===== config.mk =====
export PLATFORM = sky130hd
export DESIGN_NAME = instr_sequencer
export DESIGN_NICKNAME = d
export VERILOG_FILES = /design/src/rtl/instr_sequencer.sv
export SDC_FILE = /design/constraint.sdc
export NUM_CORES = 1
export LEC_CHECK = 0
export ABC_AREA = 1
export BUFFER_PORTS_ARGS = -buffer_cell sky130_fd_sc_hd__buf_2
export CAP_MARGIN = 10
export CORE_MARGIN = 5
export CORE_UTILIZATION = 35
export DETAILED_ROUTE_END_ITERATION = 10
export PLACE_DENSITY = 0.55
export RECOVER_POWER = 50
export SLEW_MARGIN = 40
export SYNTH_ARGS = -nofsm -noshare
export SYNTH_HDL_FRONTEND = slang
export SYNTH_SLANG_ARGS = --single-unit

===== constraint.sdc =====
create_clock -name clk -period 1.4 [get_ports clk]
set_input_delay 0.14 -clock clk [delete_from_list [all_inputs] [get_ports clk]]
set_output_delay 0.14 -clock clk [all_outputs]
set_load 0.02 [all_outputs]

===== src/rtl/instr_sequencer.sv =====
// Multi-cycle FETCH/DECODE/EXEC/MEM/WB/RETIRE sequencer for the 8-bit core's datapath.
// All outputs are flops loaded from the next-state decode, so no input reaches an output combinationally.
module instr_sequencer #(
   parameter int MEM_TIMEOUT = 8
) (
   input  logic       clk,
   input  logic       reset,
   input  logic       run,
   input  logic       step,
   input  logic       halt_req,
   input  logic [2:0] opcode,
   input  logic       mem_ready,
   output logic       ir_load,
   output logic       alu_en,
   output logic       mem_rd_en,
   output logic       mem_wr_en,
   output logic       reg_write_en,
   output logic       pc_en,
   output logic       busy,
   output logic       fault,
   output logic [2:0] state,
   output logic [7:0] instr_count
);

   typedef enum logic [2:0] {
      S_IDLE   = 3'd0,
      S_FETCH  = 3'd1,
      S_DECODE = 3'd2,
      S_EXEC   = 3'd3,
      S_MEM    = 3'd4,
      S_WB     = 3'd5,
      S_RETIRE = 3'd6,
      S_FAULT  = 3'd7
   } state_t;

   localparam logic [2:0] OP_LW     = 3'b110;
   localparam logic [2:0] OP_SW     = 3'b111;
   localparam logic [7:0] WAIT_LAST = 8'(MEM_TIMEOUT - 1);

   state_t     state_q, state_d;
   logic [2:0] op_q, op_d;
   logic       step_mode_q, step_mode_d;
   logic [7:0] wait_q, wait_d;
   logic [7:0] cnt_q, cnt_d;
   logic       ir_load_q, ir_load_d;
   logic       alu_en_q, alu_en_d;
   logic       mem_rd_en_q, mem_rd_en_d;
   logic       mem_wr_en_q, mem_wr_en_d;
   logic       reg_write_en_q, reg_write_en_d;
   logic       pc_en_q, pc_en_d;
   logic       busy_q, busy_d;
   logic       fault_q, fault_d;

   always_comb begin
      state_d     = state_q;
      op_d        = op_q;
      step_mode_d = step_mode_q;
      wait_d      = wait_q;
      cnt_d       = cnt_q;
      case (state_q)
         S_IDLE: begin
            if (run) begin
               state_d     = S_FETCH;
               step_mode_d = 1'b0;
            end else if (step) begin
               state_d     = S_FETCH;
               step_mode_d = 1'b1;
            end
         end
         S_FETCH:  state_d = S_DECODE;
         S_DECODE: begin
            op_d    = opcode;
            state_d = S_EXEC;
         end
         S_EXEC: begin
            wait_d  = 8'd0;
            state_d = (op_q == OP_LW || op_q == OP_SW) ? S_MEM : S_WB;
         end
         S_MEM: begin
            // A ready in the last allowed cycle still completes the access.
            if (mem_ready) begin
               state_d = (op_q == OP_SW) ? S_RETIRE : S_WB;
            end else if (wait_q == WAIT_LAST) begin
               state_d = S_FAULT;
            end else begin
               wait_d = wait_q + 8'd1;
            end
         end
         S_WB:     state_d = S_RETIRE;
         S_RETIRE: begin
            cnt_d   = cnt_q + 8'd1;
            state_d = (run && !halt_req && !step_mode_q) ? S_FETCH : S_IDLE;
         end
         default:  state_d = S_FAULT;
      endcase

      ir_load_d      = (state_d == S_FETCH);
      alu_en_d       = (state_d == S_EXEC);
      mem_rd_en_d    = (state_d == S_MEM) && (op_d == OP_LW);
      mem_wr_en_d    = (state_d == S_MEM) && (op_d == OP_SW);
      reg_write_en_d = (state_d == S_WB);
      pc_en_d        = (state_d == S_RETIRE);
      busy_d         = (state_d != S_IDLE) && (state_d != S_FAULT);
      fault_d        = (state_d == S_FAULT);
   end

   always_ff @(posedge clk or negedge reset) begin
      if (!reset) begin
         state_q        <= S_IDLE;
         op_q           <= 3'b000;
         step_mode_q    <= 1'b0;
         wait_q         <= 8'd0;
         cnt_q          <= 8'd0;
         ir_load_q      <= 1'b0;
         alu_en_q       <= 1'b0;
         mem_rd_en_q    <= 1'b0;
         mem_wr_en_q    <= 1'b0;
         reg_write_en_q <= 1'b0;
         pc_en_q        <= 1'b0;
         busy_q         <= 1'b0;
         fault_q        <= 1'b0;
      end else begin
         state_q        <= state_d;
         op_q           <= op_d;
         step_mode_q    <= step_mode_d;
         wait_q         <= wait_d;
         cnt_q          <= cnt_d;
         ir_load_q      <= ir_load_d;
         alu_en_q       <= alu_en_d;
         mem_rd_en_q    <= mem_rd_en_d;
         mem_wr_en_q    <= mem_wr_en_d;
         reg_write_en_q <= reg_write_en_d;
         pc_en_q        <= pc_en_d;
         busy_q         <= busy_d;
         fault_q        <= fault_d;
      end
   end

   assign state        = state_q;
   assign instr_count  = cnt_q;
   assign ir_load      = ir_load_q;
   assign alu_en       = alu_en_q;
   assign mem_rd_en    = mem_rd_en_q;
   assign mem_wr_en    = mem_wr_en_q;
   assign reg_write_en = reg_write_en_q;
   assign pc_en        = pc_en_q;
   assign busy         = busy_q;
   assign fault        = fault_q;

endmodule


======== After elaboration in Yosys (flattened, before gate mapping) ========
Index checks and enable logic that the tools add are counted.
storage, ports and cells
  logic and storage cells ................. 63
  output and inout bits ................... 19
  input port bits ......................... 9
  register bits after elaboration ......... 31
operators by class
  add/subtract/negate cells ............... 2
  multiplexer cells ....................... 14
  eq/ne operators ......................... 20
  reduce and logical (&&, ||, !) cells .... 14
operators with widths
  cell                 number
  $eq 3x3->1 const B   11
  $pmux 3 s7           1
  $add 8x1->8 const B  2
  $mux 8               2
  $pmux 8 s2           1
  $mux 3               5
  $eq 3x2->1 const B   3
  $eq 8x3->1 const B   1
  $eq 3x1->1 const B   2
  $logic_and 1x1->1    5
  $mux 1               4
  $ne 2x2->1 const B   2
  $reduce_bool 2->1    2
  $logic_not 3->1      1
  $ne 3x3->1 const B   1
  $reduce_and 3->1     1
  $reduce_bool 3->1    1
  $logic_not 1->1      2
  $mux 2               1
  $reduce_and 2->1     1
  $logic_or 1x1->1     1

======== Logic depth before layout (Yosys ltp) ========
  depth after elaboration ................. 7
  mapped depth ............................ 10
  depth with buffers taken out ............ 10

======== Least setup slack after synthesis ========
OpenSTA, ideal clock, no wires.
  path kind ............................... reg2reg
  from .................................... reg state_q[0] (netlist: state[0])
  to ...................................... reg cnt_q[7] (netlist: instr_count[7])
  period minus slack after synthesis ...... 1.433 ns
  path buffers ............................ 0
  stages on the path, launching flop included .. 6
  required time ........................... 1.272 ns
  arrival time ............................ 1.304 ns
  path slack .............................. -0.033 ns
  setup time .............................. 0.128 ns
  path through ............................ dfrtp_1 > nor2_2 > nand2_2 > nor2_1 > nand4_1 > xnor2_1
on the way
  word-level cells in the longest chain between the ends .. 1
RTL lines
  what                    RTL line  source
  start, declared         40        state_t state_q, state_d;
  start signal, assigned  123       state_q <= state_d;
  $eq 3x3->1              60        case (state_q)
  end signal, assigned    127       cnt_q <= cnt_d;
  end, declared           44        logic [7:0] cnt_q, cnt_d;
No other way between the ends.
A chain may end at the register's enable or synchronous reset.

======== Worst setup path in the final report ========
  from .................................... reg state_q[1] (netlist: state[1])
  to ...................................... reg ir_load_q (netlist: ir_load)
on the way
  elaborated cells between the ends (all ways) .. 13
  those cells by class .................... 7 x eq/ne; 5 x mux; 1 x reduce/logical
RTL lines
  what                                RTL line  source
  $eq 3x3->1 (tied with other cells)  60
  $pmux 3 s7 *                        60
  net state_d[0]                      40
  $eq 3x1->1 *                        97        ir_load_d = (state_d == S_FETCH);
  net ir_load_d                       45        logic ir_load_q, ir_load_d;
  end signal, assigned                128       ir_load_q <= ir_load_d;
  end, declared                       45
Mark *: on every way through the listed nets, which the timed path passes. The rest lies on a longest branch.

==> out/metrics.yaml <==
logic_synthesis:
  async_flop_share_pct: 100.0
  yosysSeqAreaShare_pct: 50.82
  synth_area_leader_cell: "dfrtp_1"
  syn_inst: 180
  synth_top_flop_cell: "dfrtp_1"
  yosysUniqueCellTypes: 21
  syn_nets: 191
  yosysWarnings: 0
  ys_ff_latch: 31
  syn-cell-area_um2: 1526
  synth.top_cell.area_share_pct: 50.82
  synth_edf_count: 0
  syn-mean-instance-area_um2: 8.480
  synth_commonest_cells: "nand2_1, dfrtp_1, nor2_1"
  synthTopCellsByArea: "dfrtp_1, nand2_1, nor2_1"
  synth_most_common_cell: "nand2_1"
layout:
  num-fill-cells: 434
  drive_above_1_share_pct: 39.58
  finalInstanceArea_um2: 2126
  syn_to_final_growth_pct: 39.26
  nets: 250
  antenna-diode-count: 0
global_routing:
  track_usage_pct: 12.50
  grt_pass1_vias: 1369
  antenna_found_initial: 0
  grt_pass1_wl_um: 5892
  grt_max_degree: 32
  grt_overflow: 0
floorplanning:
  start_util_pct: 35.55
  die_h_um: 76.04
  rows: 24
  die_w_um: 76.04
  design.core.area_um2: 4294
  top_level_ports: 28
  dieArea_um2: 5782
sta:
  finalMaxSlewViolations: 0
  fin_crit_sh_pct: 101.5
  fmax_mhz: 703.8
  finalSetupViolCount: 2
  skew_ns: 0.003037
  worst_pin_slew_ns: 0.7609
  setup_slack_ns: -0.02087
  min_period_ns: 1.421
  slew_headroom_pct: 49.27
  holdWs_ns: 0.06871
  hold_viol_final: 0
  rsz0062_at_grt: "yes"
cts:
  cts_max_level: 2
  clockRootBuffer: "clkbuf_8"
  tritoncts: "built"
  clock_sinks: 31
  clk_pin_slew_ns: 0.06
  cts_buffers: 5
  clk-insertion-delay-late_ns: 0.28
  clk_path_buf_depth: 2
run_status:
  failed_checks: "negative setup slack"
  status: "complete, but fails checks"
worst_setup_path:
  crit_end: "ir_load$_DFF_PN0_"
  timing.rr.start: "state[1]$_DFF_PN0_"
  r2r_cells: 9
  reg2reg_slack_ns: -0.02
  start_kind: "flop"
  crit_arrival_ns: 1.64
  crit_start: "state[1]$_DFF_PN0_"
  worstSetupEndpointType: "flop"
  timing.rr.end: "ir_load$_DFF_PN0_"
  required_ns: 1.61
  cp_max_fo: 4
  critPathKind: "reg2reg"
drt:
  first_pass_iters: 4
  drt_iter0_drc: 62
  wl_per_cell_um: 11.53
  drt.antenna.violating_nets: 0
  wirelength_um: 3366
  vias: 1345
  viasPerCell: 4.606
  drcViolationCount: 0
placed_design:
  placed_area_um2: 1914
  hpwl_um: 2431
  place_congestion: 0.8480
  portBuffers: 27
hold_path:
  hold_class: "in2reg"
power:
  leakagePower_nw: 1.126
  power_density_nw_per_um2: 2033
  vdd.ir_drop.worst_mv: 1.054
job:
  max-cap-violations: 0
## flip-flops by register name, indices dropped and copies added, names as in the netlist, 3 cells and up
name	flops
wait_q	8
instr_count	8
op_q	3
state	3
## cell usage in the layout (no fill, tap or decap), types with 2 or more instances in the layout
| cell type | n |
|---|---|
| inv_2 | 5 |
| nor2_1 | 17 |
| inv_1 | 20 |
| xor2_1 | 4 |
| nand2_4 | 5 |
| nand2_1 | 34 |
| clkbuf_8 | 5 |
| nor2_4 | 6 |
| dfrtp_1 | 31 |
| nand4_1 | 5 |
| nand2_2 | 8 |
| buf_6 | 2 |
| o21ai_0 | 4 |
| buf_4 | 20 |
| nor2_2 | 3 |
| a21oi_2 | 2 |
| xnor2_1 | 4 |
| nand3_1 | 11 |
| nor3_1 | 2 |
| o21ai_1 | 5 |
| a21oi_1 | 2 |
| clkbuf_1 | 4 |
| nand3_2 | 7 |
| buf_2 | 25 |
## where the power goes
group          internal (W)  switching, W  leakage, nW
Sequential          0.00115      0.000196        0.406
Combinational      0.000941       0.00136        0.677
Clock              0.000348      0.000322       0.0422
## metal layers
metal  vias to the layer above  part of all wire, %  global-route usage (%)
met1                       633                   44                   14.51
li1                        688                    -                       -
met5                         -                    0                       0
met2                        19                   51                   20.72
met3                         5                  4.2                   5.083
met4                         0                  1.0                   4.270
## critical path, cell delays in order (launching register included)
cell	delay, ns
dfrtp_1	0.39
inv_2	0.08
buf_12	0.12
nor2_4	0.16
nand3_1	0.10
nand2_1	0.11
nor2_4	0.05
nand2_4	0.10
nand3_2	0.13
nor2_2	0.13
## worst min-delay path by stage
stage               startpoint                 endpoint  slack [ns]  cells after the start
floorplan                reset         alu_en$_DFF_PN0_       -0.16                      0
global placement         reset    wait_q[3]$_DFFE_PN0P_        0.11                      2
detailed placement       reset    wait_q[5]$_DFFE_PN0P_        0.11                      2
CTS                        run  step_mode_q$_DFFE_PN0P_        0.07                      2
global route               run  step_mode_q$_DFFE_PN0P_        0.07                      2
finish                     run  step_mode_q$_DFFE_PN0P_        0.07                      2
## cell type report
cell class	instances	area, µm²	share of cell area (%)
flip-flops and latches	31	775.7	36.49
multi-input cells	124	769.5	36.20
repair buffers	52	340.3	16.01
inverters	25	93.84	4.414
clock buffers	7	76.32	3.590
well taps	52	65.06	3.061
clock inverters	1	5.005	0.2354
## cells by family after synthesis
kind of cell | Yosys count | synth area share, %
flops | 31 | 50.82
compound gates | 14 | 4.590
simple gates | 99 | 31.48
fa+ha+maj | 2 | 1.639
xor+xnor | 8 | 4.590
buf+inv | 25 | 6.148
mux | 1 | 0.7377
## metrics by stage
stage               worst slack [ns]  utilization, %  instances   TNS [ns]  power (W)
floorplan                  -0.008569               -        180  -0.008569   0.002565
global placement            -0.01990           44.58        280   -0.07048   0.003308
detailed placement          -0.04611           44.58        280    -0.1539   0.003328
CTS                        -0.007292           47.35        291  -0.007292   0.004079
global route                 -0.1638           49.50        292     -1.193   0.004657
finish                      -0.02087           49.50        292   -0.03107   0.004323
## timing repair
| item | CTS | global route |
|---|---|---|
| setup endpoints to repair | 11 | 22 |
| buffers inserted | 2 | 1 |
| pin swaps | 3 | 11 |
| hold buffers | 1 | 0 |
| hold endpoints to repair | 31 | 0 |
| resized for setup | 4 | 30 |
Note: power is estimated with default switching activity, not from simulation.
